## src/rtl/data_mem_arbiter.sv

```systemverilog
// Two-port arbiter in front of a single-ported data memory. Port 0 (CPU) has
// fixed priority; port 1 (debug/DMA) is forced in after MAX_WAIT consecutive port-0 wins.
//
// state  | meaning
// IDLE   | no transaction; arbitrate among valid requests
// ACCESS | granted port sees Ready; memory strobe held for the whole cycle
// RESP   | granted port sees RValid; memory strobes low
module data_mem_arbiter #(
    parameter int MAX_WAIT = 3,
    parameter int DEPTH    = 32
) (
    input  logic        Clk,
    input  logic        Reset,
    input  logic        req0Valid,
    input  logic        req0Write,
    input  logic [31:0] req0Addr,
    input  logic [31:0] req0WData,
    output logic        req0Ready,
    output logic        req0RValid,
    output logic [31:0] req0RData,
    input  logic        req1Valid,
    input  logic        req1Write,
    input  logic [31:0] req1Addr,
    input  logic [31:0] req1WData,
    output logic        req1Ready,
    output logic        req1RValid,
    output logic [31:0] req1RData,
    output logic [31:0] memAddress,
    output logic [31:0] memWriteData,
    output logic        memWrite,
    output logic        memRead,
    input  logic [31:0] memReadData
);

    localparam int WCW = (MAX_WAIT < 1) ? 1 : $clog2(MAX_WAIT + 1);
    localparam logic [WCW-1:0] WAIT_LIM = WCW'(MAX_WAIT);

    typedef enum logic [1:0] {
        IDLE   = 2'd0,
        ACCESS = 2'd1,
        RESP   = 2'd2
    } state_t;

    state_t          state_q;
    logic [WCW-1:0]  wait_cnt_q;
    logic            gnt1_q;
    logic            wr_q;
    logic            ready0_q, ready1_q;
    logic            rvalid0_q, rvalid1_q;
    logic [31:0]     rdata0_q, rdata1_q;
    logic [31:0]     mem_addr_q, mem_wdata_q;
    logic            mem_write_q, mem_read_q;

    logic            gnt1_d;
    logic            sel_write_d;
    logic [31:0]     sel_addr_d;
    logic [31:0]     sel_wdata_d;
    logic            in_range_d;
    logic [WCW-1:0]  wait_cnt_d;

    always_comb begin
        gnt1_d      = req1Valid && (!req0Valid || (wait_cnt_q >= WAIT_LIM));
        sel_write_d = gnt1_d ? req1Write : req0Write;
        sel_addr_d  = gnt1_d ? req1Addr  : req0Addr;
        sel_wdata_d = gnt1_d ? req1WData : req0WData;
        in_range_d  = sel_addr_d < 32'(DEPTH);
        // Only consulted when a grant is actually made in IDLE.
        if (gnt1_d || !req1Valid) begin
            wait_cnt_d = '0;
        end else if (wait_cnt_q < WAIT_LIM) begin
            wait_cnt_d = wait_cnt_q + WCW'(1);
        end else begin
            wait_cnt_d = wait_cnt_q;
        end
    end

    always_ff @(posedge Clk or negedge Reset) begin
        if (!Reset) begin
            state_q     <= IDLE;
            wait_cnt_q  <= '0;
            gnt1_q      <= 1'b0;
            wr_q        <= 1'b0;
            ready0_q    <= 1'b0;
            ready1_q    <= 1'b0;
            rvalid0_q   <= 1'b0;
            rvalid1_q   <= 1'b0;
            rdata0_q    <= '0;
            rdata1_q    <= '0;
            mem_addr_q  <= '0;
            mem_wdata_q <= '0;
            mem_write_q <= 1'b0;
            mem_read_q  <= 1'b0;
        end else begin
            case (state_q)
                IDLE: begin
                    if (req0Valid || req1Valid) begin
                        gnt1_q      <= gnt1_d;
                        wr_q        <= sel_write_d;
                        mem_addr_q  <= sel_addr_d;
                        mem_wdata_q <= sel_wdata_d;
                        mem_write_q <= sel_write_d && in_range_d;
                        mem_read_q  <= !sel_write_d && in_range_d;
                        ready0_q    <= !gnt1_d;
                        ready1_q    <= gnt1_d;
                        wait_cnt_q  <= wait_cnt_d;
                        state_q     <= ACCESS;
                    end
                end
                ACCESS: begin
                    ready0_q    <= 1'b0;
                    ready1_q    <= 1'b0;
                    mem_write_q <= 1'b0;
                    mem_read_q  <= 1'b0;
                    // An out-of-range read never raised memRead and returns zero.
                    if (gnt1_q) begin
                        rvalid1_q <= 1'b1;
                        if (!wr_q) rdata1_q <= mem_read_q ? memReadData : '0;
                    end else begin
                        rvalid0_q <= 1'b1;
                        if (!wr_q) rdata0_q <= mem_read_q ? memReadData : '0;
                    end
                    state_q <= RESP;
                end
                RESP: begin
                    rvalid0_q <= 1'b0;
                    rvalid1_q <= 1'b0;
                    state_q   <= IDLE;
                end
                default: begin
                    state_q <= IDLE;
                end
            endcase
        end
    end

    assign req0Ready    = ready0_q;
    assign req1Ready    = ready1_q;
    assign req0RValid   = rvalid0_q;
    assign req1RValid   = rvalid1_q;
    assign req0RData    = rdata0_q;
    assign req1RData    = rdata1_q;
    assign memAddress   = mem_addr_q;
    assign memWriteData = mem_wdata_q;
    assign memWrite     = mem_write_q;
    assign memRead      = mem_read_q;

endmodule

```

## config.mk

```make
export PLATFORM = sky130hd
export DESIGN_NAME = data_mem_arbiter
export DESIGN_NICKNAME = d
export VERILOG_FILES = /design/src/rtl/data_mem_arbiter.sv
export SDC_FILE = /design/constraint.sdc
export NUM_CORES = 1
export LEC_CHECK = 0
export ABC_AREA = 1
export CAP_MARGIN = 30
export CORE_AREA = 2 2 126 128
export CTS_CLUSTER_SIZE = 12
export DETAILED_ROUTE_END_ITERATION = 8
export DIE_AREA = 0 0 128 130
export GPL_TIMING_DRIVEN = 0
export MAX_ROUTING_LAYER = met4
export PLACE_DENSITY = 0.8
export SLEW_MARGIN = 20
export SYNTH_ARGS = -nofsm -noshare
export SYNTH_HDL_FRONTEND = slang
export SYNTH_SLANG_ARGS = --single-unit
```

## constraint.sdc

```tcl
create_clock -name Clk -period 1.76 [get_ports Clk]
set_input_delay 0.264 -clock Clk [delete_from_list [all_inputs] [get_ports Clk]]
set_output_delay 0.264 -clock Clk [all_outputs]
set_load 0.05 [all_outputs]
```

# Yosys cells after proc, flatten, opt, wreduce, memory -nomap -nowiden
# Index checks and enable logic that the tools add are counted.
# Widths: inputs -> output; s select.
[word_totals]
output_inout_bits = 134
regBits = 140
in_bits = 166
elab_cells = 66
[op_classes]
n_eq_ne = 5
mux = 20
add_sub_neg = 1
reduce_logical = 21
n_lt_le_gt_ge = 3
bitwise_logic = 2
[ops]
columns = ["op", "count"]
rows = [
  ["$mux 32", 3],
  ["$lt 32x6->1 const B", 1],
  ["$pmux 1 s2", 6],
  ["$reduce_and 3->1", 3],
  ["$reduce_and 2->1", 4],
  ["$mux 1", 7],
  ["$mux 2", 3],
  ["$ne 2x2->1 const B", 3],
  ["$reduce_bool 2->1", 3],
  ["$logic_not 1->1", 4],
  ["$pmux 2 s2", 1],
  ["$logic_and 1x1->1", 3],
  ["$logic_or 1x1->1", 3],
  ["$add 2x1->2 const B", 1],
  ["$eq 2x1->1 const B", 1],
  ["$eq 2x2->1 const B", 1],
  ["$ge 2x2->1 const B", 1],
  ["$logic_not 2->1", 1],
  ["$lt 2x2->1 const B", 1],
  ["$not 1->1", 2],
]

# Longest topological paths before layout
# Gate-level depths: netlist (run 1).
[depth]
depth_word = 8
depth_mapped = 13
mapped_depth_nobuf = 12

# Worst setup path after synthesis (run 1)
# OpenSTA, ideal clock, no wires.
[synth_timing]
path_kind = "register -> register"
startpoint = "register wait_cnt_q[0]"
endpoint = "register mem_write_q (netlist: memWrite)"
required_time_ps = 1694
period_less_slack_ps = 1549
stages_incl_launch_ff = 14
t_arrival_ps = 1483
setup_ps = 66
path_slack_ps = 211
path_buffers = 1
path_cell_list = "dfrtp_1 > ha_1 > inv_1 > nand2_2 > nand2_2 > buf_4 > nand2_1 > nand2_1 > nand2_1 > nor2_1 > nand2_1 > nor2_1 > nand3_1 > nand2_1"
[synth_between]
elab_chain_cells = 8
word_cells_on_any_way = 9
cone_classes = "order compare: 2; mux: 4; reduce/logical: 3"
[synth_lines]
columns = ["element", "line", "rtl"]
rows = [
  ["from (decl)", "45", "logic [WCW-1:0] wait_cnt_q;"],
  ["from (signal assigned)", "105", "wait_cnt_q <= wait_cnt_d;"],
  ["$ge 2x2->1 (*)", "62", "gnt1_d = req1Valid && (!req0Valid || (wait_cnt_q >= WAIT_LIM));"],
  ["$logic_or 1x1->1 (*)", "62", ""],
  ["$logic_and 1x1->1 (*)", "62", ""],
  ["$mux 32", "64", "sel_addr_d = gnt1_d ? req1Addr : req0Addr;"],
  ["$lt 32x6->1", "66", "in_range_d = sel_addr_d < 32'(DEPTH);"],
  ["$logic_and 1x1->1 (*)", "101", "mem_write_q <= sel_write_d && in_range_d;"],
  ["$mux 1 (*)", "96", "if (req0Valid || req1Valid) begin"],
  ["$pmux 1 s2 (*)", "94", "case (state_q)"],
  ["to (signal assigned)", "101", ""],
  ["to (decl)", "52", "logic mem_write_q, mem_read_q;"],
]
# Every way passes the cells marked *; elsewhere a longest branch is shown, timed or not. The select of a mux whose other input is x is not followed.
# A chain may end at the register's enable or synchronous reset.

# Worst setup path after layout (run 1)
[layout_timing]
startpoint = "register wait_cnt_q[1]"
endpoint = "register mem_read_q (netlist: memRead)"
[layout_between]
elab_chain_cells = 8
word_cells_on_any_way = 10
cone_classes = "order compare: 2; mux: 4; reduce/logical: 4"
[layout_lines]
columns = ["element", "line", "rtl"]
rows = [
  ["$ge 2x2->1 (*)", "62", ""],
  ["$logic_or 1x1->1 (*)", "62", ""],
  ["$logic_and 1x1->1 (*)", "62", ""],
  ["$mux 32 / $mux 1 (equally long branches)", "64, 63", ""],
  ["$lt 32x6->1 / $logic_not 1->1 (equally long branches)", "66, 102", ""],
  ["$logic_and 1x1->1 (*)", "102", "mem_read_q <= !sel_write_d && in_range_d;"],
  ["$mux 1 (*)", "96", ""],
  ["$pmux 1 s2 (*)", "94", ""],
  ["to (signal assigned)", "102", ""],
  ["to (decl)", "52", ""],
]
# Marked as above.

==> results of run 1 <==
==> power breakdown <==
part / internal (W) / switching (W) / total [W]
combinational: 0.00262 / 0.00737 / 0.0100
clock: 0.00230 / 0.00149 / 0.00378
sequential: 0.00456 / 0.000716 / 0.00527
==> cell usage after synthesis <==
library cell and n:
clkbuf_1 25, nand2_1 242, buf_2 20, a21oi_2 1, dfrtp_1 140, nor2_1 13, a21oi_1 6, ha_1 1
o21ai_1 2, o21ai_0 96, buf_4 3, o21ai_2 1, buf_1 2, or2_2 1, nand3b_1 19, nand2_2 2
inv_1 36, clkinv_1 1, inv_2 2, nand3_1 118
==> per-layer routing <==
layer / up-vias / GRT usage
met5: - / -
met4: 0 / 0.1008
met3: 33 / 0.06437
met2: 287 / 0.4344
met1: 3125 / 0.3275
li1: 3061 / -
==> path summary, 6_finish.rpt <==
kind | slack, ns | endpoint | startpoint | depth (start not counted)
setup / recovery | -0.05 | memRead | wait_cnt_q[1] | 13
hold / removal | 0.38 | req1RData[12] | Reset | 2
setup reg to reg | -0.05 | memRead | wait_cnt_q[1] | 13
hold reg to reg | 0.48 | memAddress[25] | memAddress[25] | 2
max in group asynchronous | 0.62 | memWriteData[26] | Reset | 3
min in group Clk | 0.40 | wait_cnt_q[1] | req1Valid | 5
==> flip-flops by register name (all words and copies together), names as in the netlist <==
register and flops:
memWriteData 32, memAddress 32, req1RData 32, state_q 2, req0Ready 1, wr_q 1, wait_cnt_q 2, req0RData 32
memRead 1, req1Ready 1, req1RValid 1, gnt1_q 1, memWrite 1, req0RValid 1
==> cell families after synthesis <==
kind of cell	count (synthesis)
compound gates	106
fa+ha+maj	1
flops	140
simple gates	395
buf+inv	89
==> timing repair <==
action,in CTS,in global routing
setup endpoints to repair,170,100
pin swaps,7,11
hold endpoints to repair,63,0
buffers inserted,7,4
cloned,2,1
gates resized for setup,161,53
hold buffers,1,0
==> through the flow <==
stage | setup WS [ns] | setup TNS [ns] | std cells
finish | -0.05330 | -0.09575 | 1269
global route | -0.1587 | -0.4325 | 1269
global placement | -5.180 | -736.77 | 1221
CTS | 0.004720 | 0 | 1264
floorplan | 0.2112 | 0 | 731
detailed placement | -0.4669 | -16.37 | 1222
==> area by class of cell <==
class                      count  area [sq um]
fill                        1272          5245
sequential                   140          3503
timing repair buffer         314          3004
multi-input combinational    502          2369
clock buffer                  18         439.2
buffer                        50         295.3
tap                          192         240.2
clock inverter                14         182.7
inverter                      39         146.4
==> impl_results.md, run 1 <==
- Total power density per cell area: 1872 nW/um^2
- WL met1: 9.147 mm
- Largest net degree at the start of global routing: 78
- Critical Path Source Type: register
- Critical path data required time: 2.12 ns
- Routed WL: 21.89 mm
- Commonest non-fill, non-tap cell in the layout: nand2_1
- Met2 wire length: 10.66 mm
- Initial drt markers: 376
- Synthesized area: 6133 sq um
- CTS buffer count: 17
- First-pass GRT wire length: 33.25 mm
- CP delay by family, top: simple AND/OR/NAND/NOR gates
- H-tree levels: 4
- Die X: 128 microns
- Yosys warns: 0
- Fin. max-slew vios: 0
- Buf+Inv Stages, Crit Path: 2
- Tot GR Track Use: 0.2678
- HP Class: input port to async pin
- Main combinational cell family by area after synthesis: simple AND/OR/NAND/NOR gates
- Post-Syn Nets: 898
- Die Y: 130 microns
- Tot Pwr: 0.01905 W
- CTS Sinks: 140
- GR Overflow Total: 0
- Leakage power: 5.034 nW
- Worst-skew pair later-pin latency: 0.42 ns
- Post-Synth XOR/XNOR Area: 0
- Port buffer count: 298
- Initial antenna violation count: 0
- CP arrival: 2.17 ns
- Placer congestion estimate: 0.8823
- DIE AREA: 16,640 sq um
- Synth Area in Adders: 0.002040
- Rows: 46
- Placed Area: 9389 sq um
- Achievable Freq: 551.5 MHz
- Placeable Area: 15,420 sq um
- CTS clk-pin slew, worst paths: 0.06 ns
- Drt via density: 5.127
- Synth area leaders: dfrtp_1, nand2_1, nand3_1
- Hold_ws: 0.3825 ns
- First-pass detailed-route iteration total: 8
- Worst VDD drop: 0.001062 V
- Via count: 6,506
- CTS root buffer: clkbuf_16
- Vias in the first global route: 6,423
- Slowest-stage cell, CP: dfrtp_1
- Period utilization: 1.030
- CP cell instances: ha_2 -> inv_2 -> nand2_4 -> nand2_8 -> buf_8 -> nand2_1 -> nand2_2 -> nand2_1 -> nor2_2 -> nand2_2 -> nor2_4 -> nand3_2 -> nand2_1
- Run status: finished with violations
- Antenna cells: 0
- CTS tree: yes
- Failing checks: setup timing
- DRT antenna net count: 0
- Metal3 WL: 1.631 mm
- Post-synthesis mux area share: 0
- Mapped Avg Cell Area: 8.390 sq um
- Boundary Pins: 300
- Post-Layout Inst Area: 10,180 sq um
- Fin nets: 1,231
- Final core occ: 0.6600
- Slew headroom: 0.6110
- Most frequent cells in the layout: nand2_1, clkdlybuf4s50_1, dfrtp_1
- WS Path Type: register to register
- Area Growth Syn to Fin: 65.97%
- Post-DP HPWL: 15.78 mm
- Synth Area in Compound Gates: 0.08772
- Crit end category: register
- Top-area cell type share of the netlist area: 0.5712
- Yosys cell types: 20
- Clk buf depth: 2
- Simple-gate share of the synthesized area: 0.2787
- Tightest Pin Transition: 0.5858 ns
- Crit-path max cell delay: 0.38 ns
- Crit Path Max Fanout: 8
- Final hold viol count: 0
- DR top layer: met4
- Worst Skew: 0.009374 ns
- Seq/Total Area, Yosys: 0.5712
- Routed length per instance: 17.25 microns
- Final worst setup slack: -0.05330 ns
- Cell accounting for the most synthesized area: dfrtp_1
- RSZ-0062 raised after global routing: yes
- Final setup fails: 2
- Synth Register Bits: 140
- Crit-path most repeated cell: nand2_1
- Cells after Synth: 731
- Max-cap violations: 0
- Fin crit period: 1.813 ns
- DRC: 0
- Layout cells sized above 1: 0.1077
- Starting density of the core: 0.3976
Power figures use the tool's default switching activity.
==> inputs of run 2 (changes only) <==
--- a/config.mk
+++ b/config.mk
@@ -18,3 +18,4 @@
 export SYNTH_ARGS = -nofsm -noshare
 export SYNTH_HDL_FRONTEND = slang
 export SYNTH_SLANG_ARGS = --single-unit
+export TNS_END_PERCENT = 5
==> run 2 against run 1 <==
  * The run still ends with setup timing left
  * Wire length grew 1.2%
  * Core utilization up 0.83 points
  * Sequential power about the same
  * Combinational power about the same
  * Die area stayed put
  * Critical path depth stayed put
  * Cell count grew 0.55%
  * Count of clock-buffer cells in the layout did not move
  * Fmax is 1.0% lower
  * Critical path type unchanged
  * Largest power group unchanged
  * Highest routed layer unchanged
==> impl_results.md, run 2 (synthesized netlist as in run 1, its figures left out) <==
- Most frequent cells in the layout: nand2_1, clkdlybuf4s50_1, dfrtp_1 (unchanged)
- Fin. max-slew vios: 0 (unchanged)
- Vias in the first global route: 6,315 (was 6,423)
- DIE AREA: 16,640 sq um (unchanged)
- GR Overflow Total: 0 (unchanged)
- Achievable Freq: 545.9 MHz (was 551.5 MHz)
- CTS tree: yes (unchanged)
- Failing checks: setup timing (unchanged)
- Place WS: -0.4669 ns (unchanged)
- Routed WL: 22.15 mm (was 21.89 mm)
- Worst r2r dst: memRead (unchanged)
- Crit Path Max Fanout: 8 (unchanged)
- FILL cells: 1,255 (was 1,272)
- CTS Sinks: 140 (unchanged)
- First-pass detailed-route iteration total: 4 (was 8)
- Tot GR Track Use: 0.2634 (was 0.2678)
- Via count: 6,525 (was 6,506)
- Initial drt markers: 432 (was 376)
- Worst r2r src: wait_cnt_q[0] (was wait_cnt_q[1])
- DRT antenna net count: 0 (unchanged)
- Die X: 128 microns (unchanged)
- CP delay by family, top: simple AND/OR/NAND/NOR gates (unchanged)
- Crit-path most repeated cell: nand2_1 (unchanged)
- CTS buffer count: 17 (unchanged)
- Fin nets: 1,238 (was 1,231)
- HP Class: input port to async pin (unchanged)
- Area Growth Syn to Fin: 68.05% (was 65.97%)
- First-pass GRT wire length: 32.75 mm (was 33.25 mm)
- Run status: finished with violations (unchanged)
- Fin crit period: 1.832 ns (was 1.813 ns)
- Total power density per cell area: 1858 nW/um^2 (was 1872 nW/um^2)
- Worst-skew pair later-pin latency: 0.43 ns (was 0.42 ns)
- Commonest non-fill, non-tap cell in the layout: nand2_1 (unchanged)
- Placeable Area: 15,420 sq um (unchanged)
- Period utilization: 1.041 (was 1.030)
- Worst VDD drop: 0.001071 V (was 0.001062 V)
- CTS root buffer: clkbuf_16 (unchanged)
- Drt via density: 5.114 (was 5.127)
- Routed length per instance: 17.36 microns (was 17.25 microns)
- Post-Layout Inst Area: 10,310 sq um (was 10,180 sq um)
- Initial antenna violation count: 0 (unchanged)
- Slew headroom: 0.6108 (was 0.6110)
- Layout cells sized above 1: 0.1208 (was 0.1077)
- Critical Path Source Type: register (unchanged)
- Placed Area: 9389 sq um (unchanged)
- Tightest Pin Transition: 0.5861 ns (was 0.5858 ns)
- WS Path Type: register to register (unchanged)
- Placer congestion estimate: 0.8823 (unchanged)
- R2R depth: 13 (unchanged)
- Rows: 46 (unchanged)
- Crit end category: register (unchanged)
- R2R setup slack: -0.07 ns (was -0.05 ns)
- Boundary Pins: 300 (unchanged)
- Largest net degree at the start of global routing: 78 (unchanged)
- Worst Skew: 0.01116 ns (was 0.009374 ns)
- Port buffer count: 298 (unchanged)
- Max-cap violations: 0 (unchanged)
- Antenna cells: 0 (unchanged)
- Final worst setup slack: -0.07181 ns (was -0.05330 ns)
- CTS clk-pin slew, worst paths: 0.06 ns (about the same)
- Final core occ: 0.6682 (was 0.6600)
- Final setup fails: 5 (was 2)
- CP cell instances: ha_4 -> inv_6 -> nand2_8 -> nand2_8 -> clkbuf_16 -> nand2_1 -> nand2_1 -> nand2_1 -> nor2_1 -> nand2_1 -> nor2_4 -> nand3_2 -> nand2_1 (was ha_2 -> inv_2 -> nand2_4 -> nand2_8 -> buf_8 -> nand2_1 -> nand2_2 -> nand2_1 -> nor2_2 -> nand2_2 -> nor2_4 -> nand3_2 -> nand2_1)
- Die Y: 130 microns (unchanged)
- Final hold viol count: 0 (unchanged)
- Leakage power: 5.057 nW (was 5.034 nW)
- H-tree levels: 4 (unchanged)
- Buf+Inv Stages, Crit Path: 2 (unchanged)
- RSZ-0062 raised after global routing: yes (unchanged)
- CP arrival: 2.19 ns (was 2.17 ns)
- Slowest-stage cell, CP: dfrtp_1 (unchanged)
- DRC: 0 (unchanged)
- Crit-path max cell delay: 0.42 ns (was 0.38 ns)
- Starting density of the core: 0.3976 (unchanged)
- Post-DP HPWL: 15.78 mm (unchanged)
- Critical path data required time: 2.12 ns (about the same)
- Clk buf depth: 2 (unchanged)
-- run 2: metrics by stage --
stage / power [W] / cells / hold WS, ns / setup TNS [ns]
2_1_floorplan: 0.01189 / 731 / -0.03159 / 0
3_3_place_gp: 0.01582 / 1221 / 0.4625 / -736.77
3_5_place_dp: 0.01599 / 1222 / 0.2431 / -16.37
4_1_cts: 0.01892 / 1255 / 0.3116 / -0.2326
5_1_grt: 0.02008 / 1276 / 0.4212 / -2.084
6_report: 0.01915 / 1276 / 0.3729 / -0.1747
-- run 2: final cells by class --
cell class	count	area, sq um	share of cell area
multi-input cells	502	2431	0.2359
clock buffers	18	439.2	0.04261
repair buffers	321	3080	0.2989
inverters	39	151.4	0.01469
clock inverters	14	182.7	0.01772
plain buffers	50	279.0	0.02707
well taps	192	240.2	0.02331
flip-flops and latches	140	3503	0.3399
-- run 2: metal layers --
metal	global-route usage	routed length (microns)	up-vias
met5	-	0	-
met4	0.08985	499	0
met3	0.06437	1695	31
met2	0.4300	10860	294
met1	0.3230	9090	3127
li1	-	-	3073
-- run 2: power by group --
part / internal [W] / leakage, nW / switching (W) / total, W
Clock: 0.00230 / 0.293 / 0.00150 / 0.00380
Combinational: 0.00267 / 2.97 / 0.00740 / 0.0101
Sequential: 0.00456 / 1.79 / 0.000727 / 0.00528
Total: 0.00952 / 5.06 / 0.00963 / 0.0192
-- run 2: worst max path at each step --
stage,start,endpoint,slack (ns),cells after the start
floorplan,wait_cnt_q[0],memWrite,0.21,13
global placement,Reset,memWriteData[8],-5.18,1
detailed placement,req0Valid,memWriteData[28],-0.47,6
CTS,wait_cnt_q[0],memRead,-0.12,13
global route,wait_cnt_q[0],memRead,-0.16,13
finish,wait_cnt_q[0],memRead,-0.07,13
-- run 2: what timing repair did --
action	in CTS	in global routing
pin swaps	1	30
hold endpoints to repair	63	0
gates resized for setup	150	63
hold buffers	1	0
endpoints found under the setup margin	170	99
setup buffers	0	18
gates cloned	0	3
